==> src/rtl/vliw_pkg.sv <==
// Shared constants and helpers for the VLIW dispatch block.
package vliw_pkg;

    localparam int unsigned DEF_CORES    = 4;
    localparam int unsigned DEF_INST_LEN = 32;
    localparam logic [31:0] DEF_NOP_INST = 32'h0000_0000;

    // Upper bounds for the slot-slice helper; the top zero-extends its bundle
    // to MAX_BUNDLE_W so a single function signature serves every instance.
    localparam int unsigned MAX_INST_W   = 64;
    localparam int unsigned MAX_BUNDLE_W = 1024;

    // Returns slot idx of a bundle (slot 0 in the LSBs), right-aligned and
    // masked to inst_len bits.
    function automatic logic [MAX_INST_W-1:0] slot_of(
        input logic [MAX_BUNDLE_W-1:0] bundle,
        input int unsigned             inst_len,
        input int unsigned             idx
    );
        logic [MAX_INST_W-1:0] mask;
        if (inst_len >= MAX_INST_W) begin
            mask = '1;
        end else begin
            mask = (MAX_INST_W'(1) << inst_len) - MAX_INST_W'(1);
        end
        return MAX_INST_W'(bundle >> (inst_len * idx)) & mask;
    endfunction

endpackage

==> src/rtl/vliw_slot.sv <==
// One dispatch slot: the registered instruction and its pending flag.
module vliw_slot
    import vliw_pkg::*;
#(
    parameter int unsigned INST_LEN = DEF_INST_LEN
) (
    input  logic                clk_i,
    input  logic                rst_n_i,
    input  logic                load_i,
    input  logic [INST_LEN-1:0] load_data_i,
    input  logic                load_pending_i,
    input  logic                retire_i,
    input  logic                flush_i,
    output logic [INST_LEN-1:0] inst_o,
    output logic                pending_o
);

    logic [INST_LEN-1:0] inst_q, inst_d;
    logic                pending_q, pending_d;

    // Next state: a load wins over retire/flush so back-to-back bundles
    // issue without a bubble; the instruction only changes on load.
    always_comb begin
        inst_d    = inst_q;
        pending_d = pending_q;
        if (load_i) begin
            inst_d    = load_data_i;
            pending_d = load_pending_i;
        end else if (flush_i || retire_i) begin
            pending_d = 1'b0;
        end
    end

    // Slot registers with synchronous reset.
    always_ff @(posedge clk_i) begin
        if (!rst_n_i) begin
            inst_q    <= '0;
            pending_q <= 1'b0;
        end else begin
            inst_q    <= inst_d;
            pending_q <= pending_d;
        end
    end

    assign inst_o    = inst_q;
    assign pending_o = pending_q;

endmodule

==> src/rtl/vliw_dispatch.sv <==
// VLIW bundle splitter: accepts a bundle when every slot of the previous one
// has retired, presents each slot to its core with its own handshake, and
// keeps saturating bundle/stall counters.
module vliw_dispatch
    import vliw_pkg::*;
#(
    parameter int unsigned         CORES    = DEF_CORES,
    parameter int unsigned         INST_LEN = DEF_INST_LEN,
    parameter logic [INST_LEN-1:0] NOP_INST = INST_LEN'(DEF_NOP_INST),
    parameter bit                  SKIP_NOP = 1'b1,
    parameter int unsigned         CNT_W    = 16
) (
    input  logic                               clk,
    input  logic                               rst_n,
    input  logic                               flush,
    input  logic                               vliw_valid,
    output logic                               vliw_ready,
    input  logic [INST_LEN*CORES-1:0]          vliw,
    output logic [CORES-1:0][INST_LEN-1:0]     instructions,
    output logic [CORES-1:0]                   inst_valid,
    input  logic [CORES-1:0]                   core_ready,
    output logic                               busy,
    output logic [CNT_W-1:0]                   bundle_cnt,
    output logic [CNT_W-1:0]                   stall_cnt
);

    logic [MAX_BUNDLE_W-1:0] vliw_ext;
    logic [CORES-1:0]        pending;
    logic                    last_retire;
    logic                    accept;
    logic                    stall;
    logic [CNT_W-1:0]        bundle_cnt_q, bundle_cnt_d;
    logic [CNT_W-1:0]        stall_cnt_q, stall_cnt_d;

    assign vliw_ext = MAX_BUNDLE_W'(vliw);

    for (genvar i = 0; i < CORES; i++) begin : g_slot
        logic [INST_LEN-1:0] slot_data;
        logic                slot_live;

        assign slot_data = INST_LEN'(slot_of(vliw_ext, INST_LEN, i));
        // NOP slots retire on capture when skipping is enabled.
        assign slot_live = !(SKIP_NOP && (slot_data == NOP_INST));

        vliw_slot #(
            .INST_LEN (INST_LEN)
        ) u_slot (
            .clk_i          (clk),
            .rst_n_i        (rst_n),
            .load_i         (accept),
            .load_data_i    (slot_data),
            .load_pending_i (slot_live),
            .retire_i       (pending[i] && core_ready[i]),
            .flush_i        (flush),
            .inst_o         (instructions[i]),
            .pending_o      (pending[i])
        );
    end

    assign inst_valid  = pending;
    assign busy        = |pending;
    assign last_retire = ((pending & ~core_ready) == '0);
    assign vliw_ready  = rst_n && !flush && last_retire;
    assign accept      = vliw_valid && vliw_ready;
    assign stall       = busy && !last_retire;

    // Saturating counter updates.
    always_comb begin
        bundle_cnt_d = bundle_cnt_q;
        stall_cnt_d  = stall_cnt_q;
        if (accept && !(&bundle_cnt_q)) begin
            bundle_cnt_d = bundle_cnt_q + CNT_W'(1);
        end
        if (stall && !(&stall_cnt_q)) begin
            stall_cnt_d = stall_cnt_q + CNT_W'(1);
        end
    end

    // Counter registers with synchronous reset.
    always_ff @(posedge clk) begin
        if (!rst_n) begin
            bundle_cnt_q <= '0;
            stall_cnt_q  <= '0;
        end else begin
            bundle_cnt_q <= bundle_cnt_d;
            stall_cnt_q  <= stall_cnt_d;
        end
    end

    assign bundle_cnt = bundle_cnt_q;
    assign stall_cnt  = stall_cnt_q;

endmodule

==> config.mk <==
export PLATFORM = sky130hd
export DESIGN_NAME = vliw_dispatch
export DESIGN_NICKNAME = d
export VERILOG_FILES = /design/src/rtl/vliw_pkg.sv /design/src/rtl/vliw_slot.sv /design/src/rtl/vliw_dispatch.sv
export SDC_FILE = /design/constraint.sdc
export NUM_CORES = 1
export LEC_CHECK = 0
export ABC_CLOCK_PERIOD_IN_PS = 2950
export CAP_MARGIN = 20
export CORE_MARGIN = 3
export CORE_UTILIZATION = 41
export CTS_BUF_LIST = sky130_fd_sc_hd__clkbuf_4 sky130_fd_sc_hd__clkbuf_8 sky130_fd_sc_hd__clkbuf_16
export CTS_CLUSTER_DIAMETER = 60
export DETAILED_ROUTE_END_ITERATION = 10
export HOLD_SLACK_MARGIN = 0.08
export PLACE_DENSITY = 0.78
export REMOVE_ABC_BUFFERS = 1
export SLEW_MARGIN = 15
export SYNTH_ARGS = -nofsm -noshare
export SYNTH_HDL_FRONTEND = slang
export SYNTH_SLANG_ARGS = --single-unit
export TNS_END_PERCENT = 5
==> constraint.sdc <==
create_clock -name clk -period 2.95 [get_ports clk]
set_clock_uncertainty 0.05 [all_clocks]
set_input_delay 0.885 -clock clk [delete_from_list [all_inputs] [get_ports clk]]
set_output_delay 0.885 -clock clk [all_outputs]
set_load 0.01 [all_outputs]
==> flow_summary.json <==
{
  "dp.cells": 1270,
  "synth_cell_types": 44,
  "grt_overflow_total": 0,
  "drt_pass1_iterations": 5,
  "dpl_cell_area_mm2": 0.00970,
  "grt_pass1_vias": 6116,
  "min_from": "g_slot[2].u_slot.inst_o[8]$_SDFFE_PN0P_",
  "avgViaCountPerCell": 5.18,
  "antenna_found_initial": 0,
  "synth_most_common_cell": "nand2_1",
  "final_cell_area_mm2": 0.0104,
  "cts_buffer_depth": 2,
  "cts_tree": "yes",
  "die_x_um": 131,
  "yosysSeqAreaShare_pct": 51.4,
  "rsz0062_at_grt": "true",
  "p_per_area_mw_per_mm2": 506,
  "die_h_um": 131,
  "numCtsBuffers": 17,
  "setup_viol": 0,
  "cp-end-kind": "output pin",
  "synth_edf_count": 0,
  "worst_hold_path.num_cells": 2,
  "gp_congestion": 0.862,
  "hold_path.class": "reg2reg",
  "final_core_util_pct": 68.1,
  "fin_cells": 1307,
  "synth_common_cells": "nand2_1, dfxtp_1, a21oi_1, nor4_1, clkbuf_1",
  "critPathKind": "in2out",
  "n_antenna_cell": 0,
  "drv_slew": 0,
  "syn_avg_cell_area_um2": 7.95,
  "p_leak_nw": 3.54,
  "fmax_mhz": 346,
  "rows": 45,
  "clkSinkCount": 164,
  "globalRouteTotalUtil_pct": 22.8,
  "path_clk_slew_ns": 0.07,
  "htree_levels": 4,
  "netlist_area_mm2": 0.00639,
  "r2r_start": "g_slot[2].u_slot.pending_o$_SDFFE_PN0P_",
  "grt_max_degree": 155,
  "maxCapViolCount": 0,
  "drt_iter0_drc": 361,
  "outcome": "complete, no violations",
  "final_hold_viol_count": 0,
  "postRouteAntennaNets": 0,
  "design.die.area_mm2": 0.0171,
  "synth_seq_cells": 164,
  "internal-power_mw": 3.99,
  "worstHoldEndpoint": "g_slot[2].u_slot.inst_o[8]$_SDFFE_PN0P_",
  "drc": 0,
  "dpl.hpwl_mm": 15.2,
  "final_net_count": 1244,
  "worstSetupStartpointType": "primary input",
  "drive_above_1_share_pct": 6.88,
  "ctsHoldBuffers": 0,
  "yosysTopAreaCell": "dfxtp_1",
  "fin_crit_ns": 2.89,
  "ys.flop_type": "dfxtp_1",
  "pwr-share-comb_pct": 12.2,
  "critPathArrivalTime_ns": 1.96,
  "yosysTopAreaCellShare_pct": 51.4,
  "worstPathRequired_ns": 2.02,
  "r2r_end": "g_slot[1].u_slot.inst_o[8]$_SDFFE_PN0P_",
  "wl_per_cell_um": 16.0,
  "insertion_delay_ns": 0.42,
  "peakVddDrop_mv": 0.363,
  "ys_async_sr_fraction_pct": 0,
  "pwr-share-clk_pct": 43.7,
  "drt-total-wl_mm": 20.9,
  "fin_crit_sh_pct": 98.1,
  "synth_area_leaders": "dfxtp_1, nand2_1, a21oi_1",
  "grt_pass1_wl_mm": 31.0,
  "synth_warnings": 0,
  "cp_max_fo": 2,
  "power_frac_seq_pct": 44.1,
  "io_pins": 302,
  "p_switching_mw": 1.25,
  "switching_share_pct": 23.8,
  "initial_core_util_pct": 42.0,
  "io_buffers": 301,
  "worst_pin_slew_ns": 0.721,
  "r2r_cells": 13,
  "synthCells": 804,
  "area_delta_synth_final_pct": 62.0,
  "ctsRootBufferMaster": "clkbuf_16",
  "vias": 6775,
  "slew_headroom_pct": 51.9,
  "design.core.area_mm2": 0.0152,
  "rrSetupSlack_ns": 0.60
}
sequential cells by signal, summed over array words and instances, names as in the netlist:
register and cells:
g_slot.u_slot.inst_o 128, g_slot.u_slot.pending_o 4, stall_cnt 16, bundle_cnt 16
what timing repair did:
action,in CTS,in global routing
pin swaps,1,0
endpoints found under the setup margin,1,74
resized for setup,2,1
setup buffers,5,0
cloned,0,0
power groups by stage:
stage / clock network, mW / logic, mW / registers [mW]
2_1_floorplan: 0 / 0.164 / 2.39
3_3_place_gp: 0 / 0.625 / 2.36
3_5_place_dp: 0 / 0.626 / 2.36
4_1_cts: 2.32 / 0.640 / 2.31
5_1_grt: 2.42 / 0.687 / 2.32
6_report: 2.29 / 0.639 / 2.31
stage by stage:
| stage | power (mW) | setup TNS [ns] | hold WS, ns | setup WS [ns] |
|---|---|---|---|---|
| floorplan | 2.56 | -445.30 | 0.431 | -3.22 |
| global placement | 2.99 | -0.198 | 0.391 | -0.187 |
| detailed placement | 2.99 | -0.264 | 0.395 | -0.223 |
| CTS | 5.27 | 0 | 0.404 | 0.0478 |
| global route | 5.43 | -2.28 | 0.418 | -0.0676 |
| finish | 5.24 | 0 | 0.402 | 0.0573 |
placed cells by master (no fill, tap or decap), types with 3 or more instances in the layout:
cell               n
xnor2_1            8
and2_1             3
and4_1             5
xor2_1             5
clkbuf_16         17
buf_12             5
bufinv_16          3
mux2i_1            4
o21ai_0           14
nor3_1             3
clkdlybuf4s50_1  300
and3_1             3
dfxtp_1          164
a21oi_1          136
or3_1              6
nand3_1           12
inv_6              5
nand4_1           17
nand2_1          272
nor4_1            38
nor2_1            23
o31ai_1            3
or4_1              3
buf_4             28
per-layer routing:
layer	up-vias	GRT usage (%)	part of all wire [%]
li1	3356	-	-
met1	3141	28.5	42
met2	232	38.0	49
met3	46	5.20	6.2
met4	0	9.50	2.8
met5	-	0	0
kinds of logic (layout without fill, tap and decap cells):
| logic type | Yosys count | in the layout | synth area share (%) |
|---|---|---|---|
| AO/OA/AOI/OAI | 165 | 165 | 13.7 |
| XOR/XNOR | 13 | 13 | 1.78 |
| adder cells (fa/ha/maj) | 2 | 2 | 0.391 |
| buffers and inverters | 54 | 369 | 3.82 |
| flip-flops | 164 | 164 | 51.4 |
| multiplexers | 4 | 4 | 0.626 |
| AND/OR/NAND/NOR | 402 | 402 | 28.3 |
cell type report:
class,count,area (µm²)
fill,1230,4850
timing repair buffer,334,3320
sequential,164,3280
multi-input combinational,586,2890
clock buffer,18,433
tap,188,235
clock inverter,14,176
inverter,3,13.8
critical path, stage by stage:
cell and delay (ns):
clkdlybuf4s50_1 0.39, or2b_2 0.30, nand4_1 0.11, nor2_1 0.05, clkdlybuf4s15_1 0.22
worst max-delay path by stage:
stage                        from                                        to  slack, ns  cells past startpoint
finish              core_ready[3]                                vliw_ready       0.06                      5
CTS                 core_ready[3]                                vliw_ready       0.05                      5
global route        core_ready[1]  g_slot[3].u_slot.inst_o[15]$_SDFFE_PN0P_      -0.07                     14
detailed placement  core_ready[1]                                vliw_ready      -0.22                      5
floorplan                   rst_n   g_slot[0].u_slot.inst_o[0]$_SDFFE_PN0P_      -3.22                      5
global placement    core_ready[1]                                vliw_ready      -0.19                      5
Note: power is estimated with default switching activity, not from simulation.
